File: config.mk
export PLATFORM = sky130hd
export DESIGN_NAME = display_scheduler
export DESIGN_NICKNAME = d
export VERILOG_FILES = /design/src/rtl/display_scheduler.sv
export SDC_FILE = /design/constraint.sdc
export NUM_CORES = 1
export LEC_CHECK = 0
export BUFFER_PORTS_ARGS = -buffer_cell sky130_fd_sc_hd__buf_2
export CORE_UTILIZATION = 35
export CTS_CLUSTER_SIZE = 28
export DETAILED_ROUTE_END_ITERATION = 6
export GPL_ROUTABILITY_DRIVEN = 0
export PLACE_DENSITY_LB_ADDON = 0.15
export SYNTH_ARGS = -nofsm -noshare
export SYNTH_HDL_FRONTEND = slang
export SYNTH_SLANG_ARGS = --single-unit
File: constraint.sdc
create_clock -name clk -period 2.37 [get_ports clk]
set_input_delay 0.5925 -clock clk [delete_from_list [all_inputs] [get_ports clk]]
set_output_delay 0.5925 -clock clk [all_outputs]
set_load 0.02 [all_outputs]
File: src/rtl/display_scheduler.sv
// Round-robin time-sharing of a two-digit hex display among N_REQ requesters.
// Each grant latches one 8-bit value and holds it for HOLD_CYCLES clocks.
module display_scheduler #(
  parameter int N_REQ       = 4,
  parameter int HOLD_CYCLES = 50_000_000,
  parameter int CNT_W       = 26
) (
  input  logic               clk,
  input  logic               rst_n,
  input  logic [N_REQ-1:0]   req,
  input  logic [8*N_REQ-1:0] dados,
  input  logic               hold,
  output logic [7:0]         saida,
  output logic               valido,
  output logic [N_REQ-1:0]   grant,
  output logic               fim
);

  localparam int PTR_W = (N_REQ > 1) ? $clog2(N_REQ) : 1;
  localparam logic [CNT_W-1:0] LAST_CNT = CNT_W'(HOLD_CYCLES - 1);

  typedef enum logic {IDLE, SHOW} state_t;

  state_t             state, state_n;
  logic [CNT_W-1:0]   cnt, cnt_n;
  logic [PTR_W-1:0]   ptr, ptr_n;
  logic [N_REQ-1:0]   grant_n;
  logic [7:0]         saida_n;
  logic               valido_n, fim_n;

  logic               sel_found;
  logic [PTR_W-1:0]   sel_idx;
  logic [PTR_W:0]     scan;
  logic               do_switch;

  // First active requester at or after the pointer, wrapping at N_REQ.
  always_comb begin
    sel_found = 1'b0;
    sel_idx   = '0;
    scan      = '0;
    for (int k = 0; k < N_REQ; k++) begin
      scan = {1'b0, ptr} + (PTR_W+1)'(k);
      if (scan >= (PTR_W+1)'(N_REQ)) scan = scan - (PTR_W+1)'(N_REQ);
      if (!sel_found && req[scan[PTR_W-1:0]]) begin
        sel_found = 1'b1;
        sel_idx   = scan[PTR_W-1:0];
      end
    end
  end

  always_comb begin
    state_n   = state;
    cnt_n     = cnt;
    ptr_n     = ptr;
    grant_n   = grant;
    saida_n   = saida;
    valido_n  = valido;
    fim_n     = 1'b0;
    do_switch = 1'b0;

    case (state)
      IDLE: begin
        valido_n  = 1'b0;
        grant_n   = '0;
        do_switch = sel_found;
      end
      SHOW: begin
        // Abort outranks both expiry and hold.
        if ((req & grant) == '0) begin
          do_switch = 1'b1;
        end else if (cnt == LAST_CNT && !hold) begin
          fim_n     = 1'b1;
          do_switch = 1'b1;
        end else if (!hold) begin
          cnt_n = cnt + CNT_W'(1);
        end
      end
      default: state_n = IDLE;
    endcase

    if (do_switch) begin
      if (sel_found) begin
        grant_n          = '0;
        grant_n[sel_idx] = 1'b1;
        saida_n          = dados[{sel_idx, 3'b000} +: 8];
        valido_n         = 1'b1;
        cnt_n            = '0;
        ptr_n            = (sel_idx == PTR_W'(N_REQ - 1)) ? '0 : sel_idx + PTR_W'(1);
        state_n          = SHOW;
      end else begin
        grant_n  = '0;
        valido_n = 1'b0;
        cnt_n    = '0;
        state_n  = IDLE;
      end
    end
  end

  always_ff @(posedge clk or negedge rst_n) begin
    if (!rst_n) begin
      state  <= IDLE;
      cnt    <= '0;
      ptr    <= '0;
      grant  <= '0;
      saida  <= 8'h00;
      valido <= 1'b0;
      fim    <= 1'b0;
    end else begin
      state  <= state_n;
      cnt    <= cnt_n;
      ptr    <= ptr_n;
      grant  <= grant_n;
      saida  <= saida_n;
      valido <= valido_n;
      fim    <= fim_n;
    end
  end

endmodule

==> summary.txt <==
Timing
  – Endpoints failing hold: 0
  – Layout Skew: ~0.011 ns
  – Fmax: 449.1 MHz
  – Fin Setup TNS: 0 ns
  – Final worst slack: 0.1433 ns
  – Worst-Margin Slew: 0.4246 ns
  – Crit share post-route: 93.95%
  – Slew headroom: a little under three quarters
  – Fin Hold WS: 0.2605 ns
  – Unrepaired setup endpoints after global routing: false
  – Slew Viols, Final: 0
  – Setup violators final: 0
  – Minimum clock period: 2.227 ns

Cells and area
  – Layout Area Growth over Synthesis: 22.14%
  – Final net count: 385
  – Layout cell share with drive strength beyond 1: 33.33%
  – Final core utilization: about 44%
  – # diodes: 0

Logic synthesis
  – Compound-Gate Fraction of Synth Area: 21.62%
  – Syn Inst Count: 273
  – FF+latch count, synth: 43
  – Synth Area in Adders: 2.381%
  – Netlist Area Pre-Place: between 2000 and 3000 um2
  – Seq/Total Area, Yosys: 40.95%
  – Syn Area/Cell: between 9 and 10 um2
  – Largest family of logic cells by synthesized area: simple AND/OR/NAND/NOR gates
  – Synth warn: 0
  – Netlist cell types: 58
  – Post-Synth Simple-Gate Area: a little over a quarter
  – Mux share of post-synthesis cell area: 1.190%
  – Synth async-reset ratio: 100.0%
  – Post-synth EDFFs: 0
  – Post-synthesis xor/xnor area fraction: 2.333%
  – Ys flop type: dfrtp_1
  – Syn nets: roughly 320

Global routing
  – Gr ovfl total: 0
  – Largest net degree at the start of global routing: 44
  – First-pass GRT wire length: 10,860 um
  – GRT Util Overall: 17.84%
  – Vias in the first global route: between 2,000 and 2,500
  – Initial antenna violation count: 0

Setup path
  – Worst r2r path cells: 6
  – Setup crit end kind: flop
  – WS Path Type: flop to flop
  – Crit path DAT: 2.41 ns
  – CP required: approximately 2.6 ns
  – Crit-path max FO: 10
  – CP Launch Type: flop

Route
  – 1st-iter DRT viols: 60
  – Wire length per cell: 14.25 um
  – Routed vias/inst: roughly 5.3
  – Via count: approximately 2,300
  – Drt pass-1 iters: 4
  – Residual DRC count: 0
  – Antenna Violating Nets Remaining: 0
  – Routed WL: 6283 um

Power
  – Pleak: about 1.4 nW
  – Peak supply drop: between 0.4 and 0.5 mV
  – Final Power: 0.002800 W
  – PwrDens: 872.6 nW/um2

Clock tree
  – CTS Buffer Depth: 2
  – CTS clk-pin slew, worst paths: 0.08 ns
  – CTS tree: yes
  – Number of H-tree levels: 2
  – Post-CTS Setup Bufs: 0
  – TritonCTS buffer count: 5
  – Root Driver: clkbuf_8
  – Worst skew pair latency: 0.30 ns
  – # clock sinks: 43
  – # hold bufs at CTS: 0
  – Post-CTS sizing: 0

Placement
  – Placed wire-length estimate: between 4000 and 5000 um
  – PortBufs: 52
  – Placement Setup Slack: between 0.1 and 0.15 ns

Floorplanning
  – Die Y: 88.65 um
  – Width of the die: between 80 and 90 um
  – Initial Util: 36.23%
  – Core Area: 7253 um2
  – Site row count: 31
  – Die area: 7858 um2
  – Ports: 53

Worst hold path
  – Worst min path class: input port to async pin

Run
  – Max_cap viols: 0

Run status
  – Outcome: complete, no violations
[flip-flops by register name, summed over array words and instances, names as in the netlist]
name / cells
cnt: 26
saida: 8
grant: 4
ptr: 2
fim: 1
state: 1
valido: 1
[critical path, cell delays in order, from the launching register on]
cell     delay, ns
dfrtp_1       0.41
or4_4         0.55
nor4_4        0.39
a31oi_4       0.25
buf_4         0.23
o21ai_0       0.18
o31ai_1       0.10
[layout make-up]
class                   instances  area, um2
fillers                       731       4044
clock inverters                 2      12.51
clock buffers                   6      72.57
well taps                      99      123.9
flip-flops and latches         43       1076
inverters                       8      30.03
repair buffers                 73      442.9
multi-input cells             210       1451
[report_power, final]
part / total (W) / internal [W] / switching, W
clock: 0.000462 / 0.000206 / 0.000256
combinational: 0.00137 / 0.000580 / 0.000787
sequential: 0.000972 / 0.000872 / 0.0000997
[layout by cell type (no fill, tap or decap), types with 3 or more instances in the layout]
cell type	instances
a211oi_1	16
a21oi_1	14
a22o_1	4
and2_1	4
and3_1	7
and3_2	14
and4_1	3
buf_2	52
buf_4	19
clkbuf_8	5
dfrtp_1	43
ha_1	5
inv_1	6
nand2_1	14
nand2b_1	4
nand3_1	13
nand4_1	8
nor2_1	15
nor2b_1	3
nor3_1	3
o21ai_0	17
o31ai_1	13
or3_1	4
or4_1	5
xnor2_1	3
xor2_1	4
[stage by stage]
stage,instances,instance area [um2]
floorplan,273,2628
global placement,433,3124
CTS,441,3209
detailed placement,433,3124
global route,441,3209
finish,441,3209
[kinds of logic (layout without fill, tap and decap cells)]
group                    count (synthesis)  after routing
flip-flops                              43             43
XOR/XNOR                                 7              7
buffers and inverters                   20             89
AO/OA/AOI/OAI                           81             81
AND/OR/NAND/NOR                        114            114
adder cells (fa/ha/maj)                  5              5
multiplexers                             3              3
[layer usage]
metal	wire length [um]	GRT usage, %	share of wire [%]	vias up
met4	114	6.452	1.8	0
met3	300	3.825	4.8	10
met2	3013	29.72	48	63
met5	0	0	0	-
li1	-	-	-	1182
met1	2854	22.80	45	1093
[Yosys cell counts, types with 2 or more instances]
library cell	n	area share [%]
xnor2_1	3	1.0
o31ai_1	13	3.7
dfrtp_1	43	41
a21oi_1	14	2.7
nand4_1	8	1.9
or3_1	4	0.95
or3b_2	2	0.67
a22o_1	4	1.3
a31oi_1	2	0.48
ha_1	5	2.4
and3_1	7	1.7
a211oi_1	16	4.6
buf_2	3	0.57
nand3_1	13	2.5
nor4_1	3	0.71
xor2_1	4	1.3
a22o_2	2	0.76
nor2b_1	3	0.71
o41ai_1	2	0.67
buf_6	3	1.3
nor3_1	3	0.57
inv_1	6	0.86
and4_1	3	1.0
nor2_1	15	2.1
nor2_4	2	0.86
clkbuf_1	4	0.57
o21ai_1	2	0.38
nand2b_1	4	0.95
mux2i_1	2	0.76
o21ai_0	17	3.2
nand2_1	14	2.0
and3_2	14	4.0
and2_1	4	0.95
or4_1	5	1.4
[final timing paths]
kind	start	end	slack, ns
setup / recovery	cnt[9]$_DFFE_PN0P_	saida[3]$_DFFE_PN0P_	0.14
hold / removal	rst_n	cnt[22]$_DFFE_PN0P_	0.26
setup reg to reg	cnt[9]$_DFFE_PN0P_	saida[3]$_DFFE_PN0P_	0.14
hold reg to reg	valido$_DFFE_PN0P_	valido$_DFFE_PN0P_	0.50
max in group asynchronous	rst_n	cnt[10]$_DFFE_PN0P_	1.91
min in group clk	valido$_DFFE_PN0P_	valido$_DFFE_PN0P_	0.50
(Power assumes the default switching activity.)
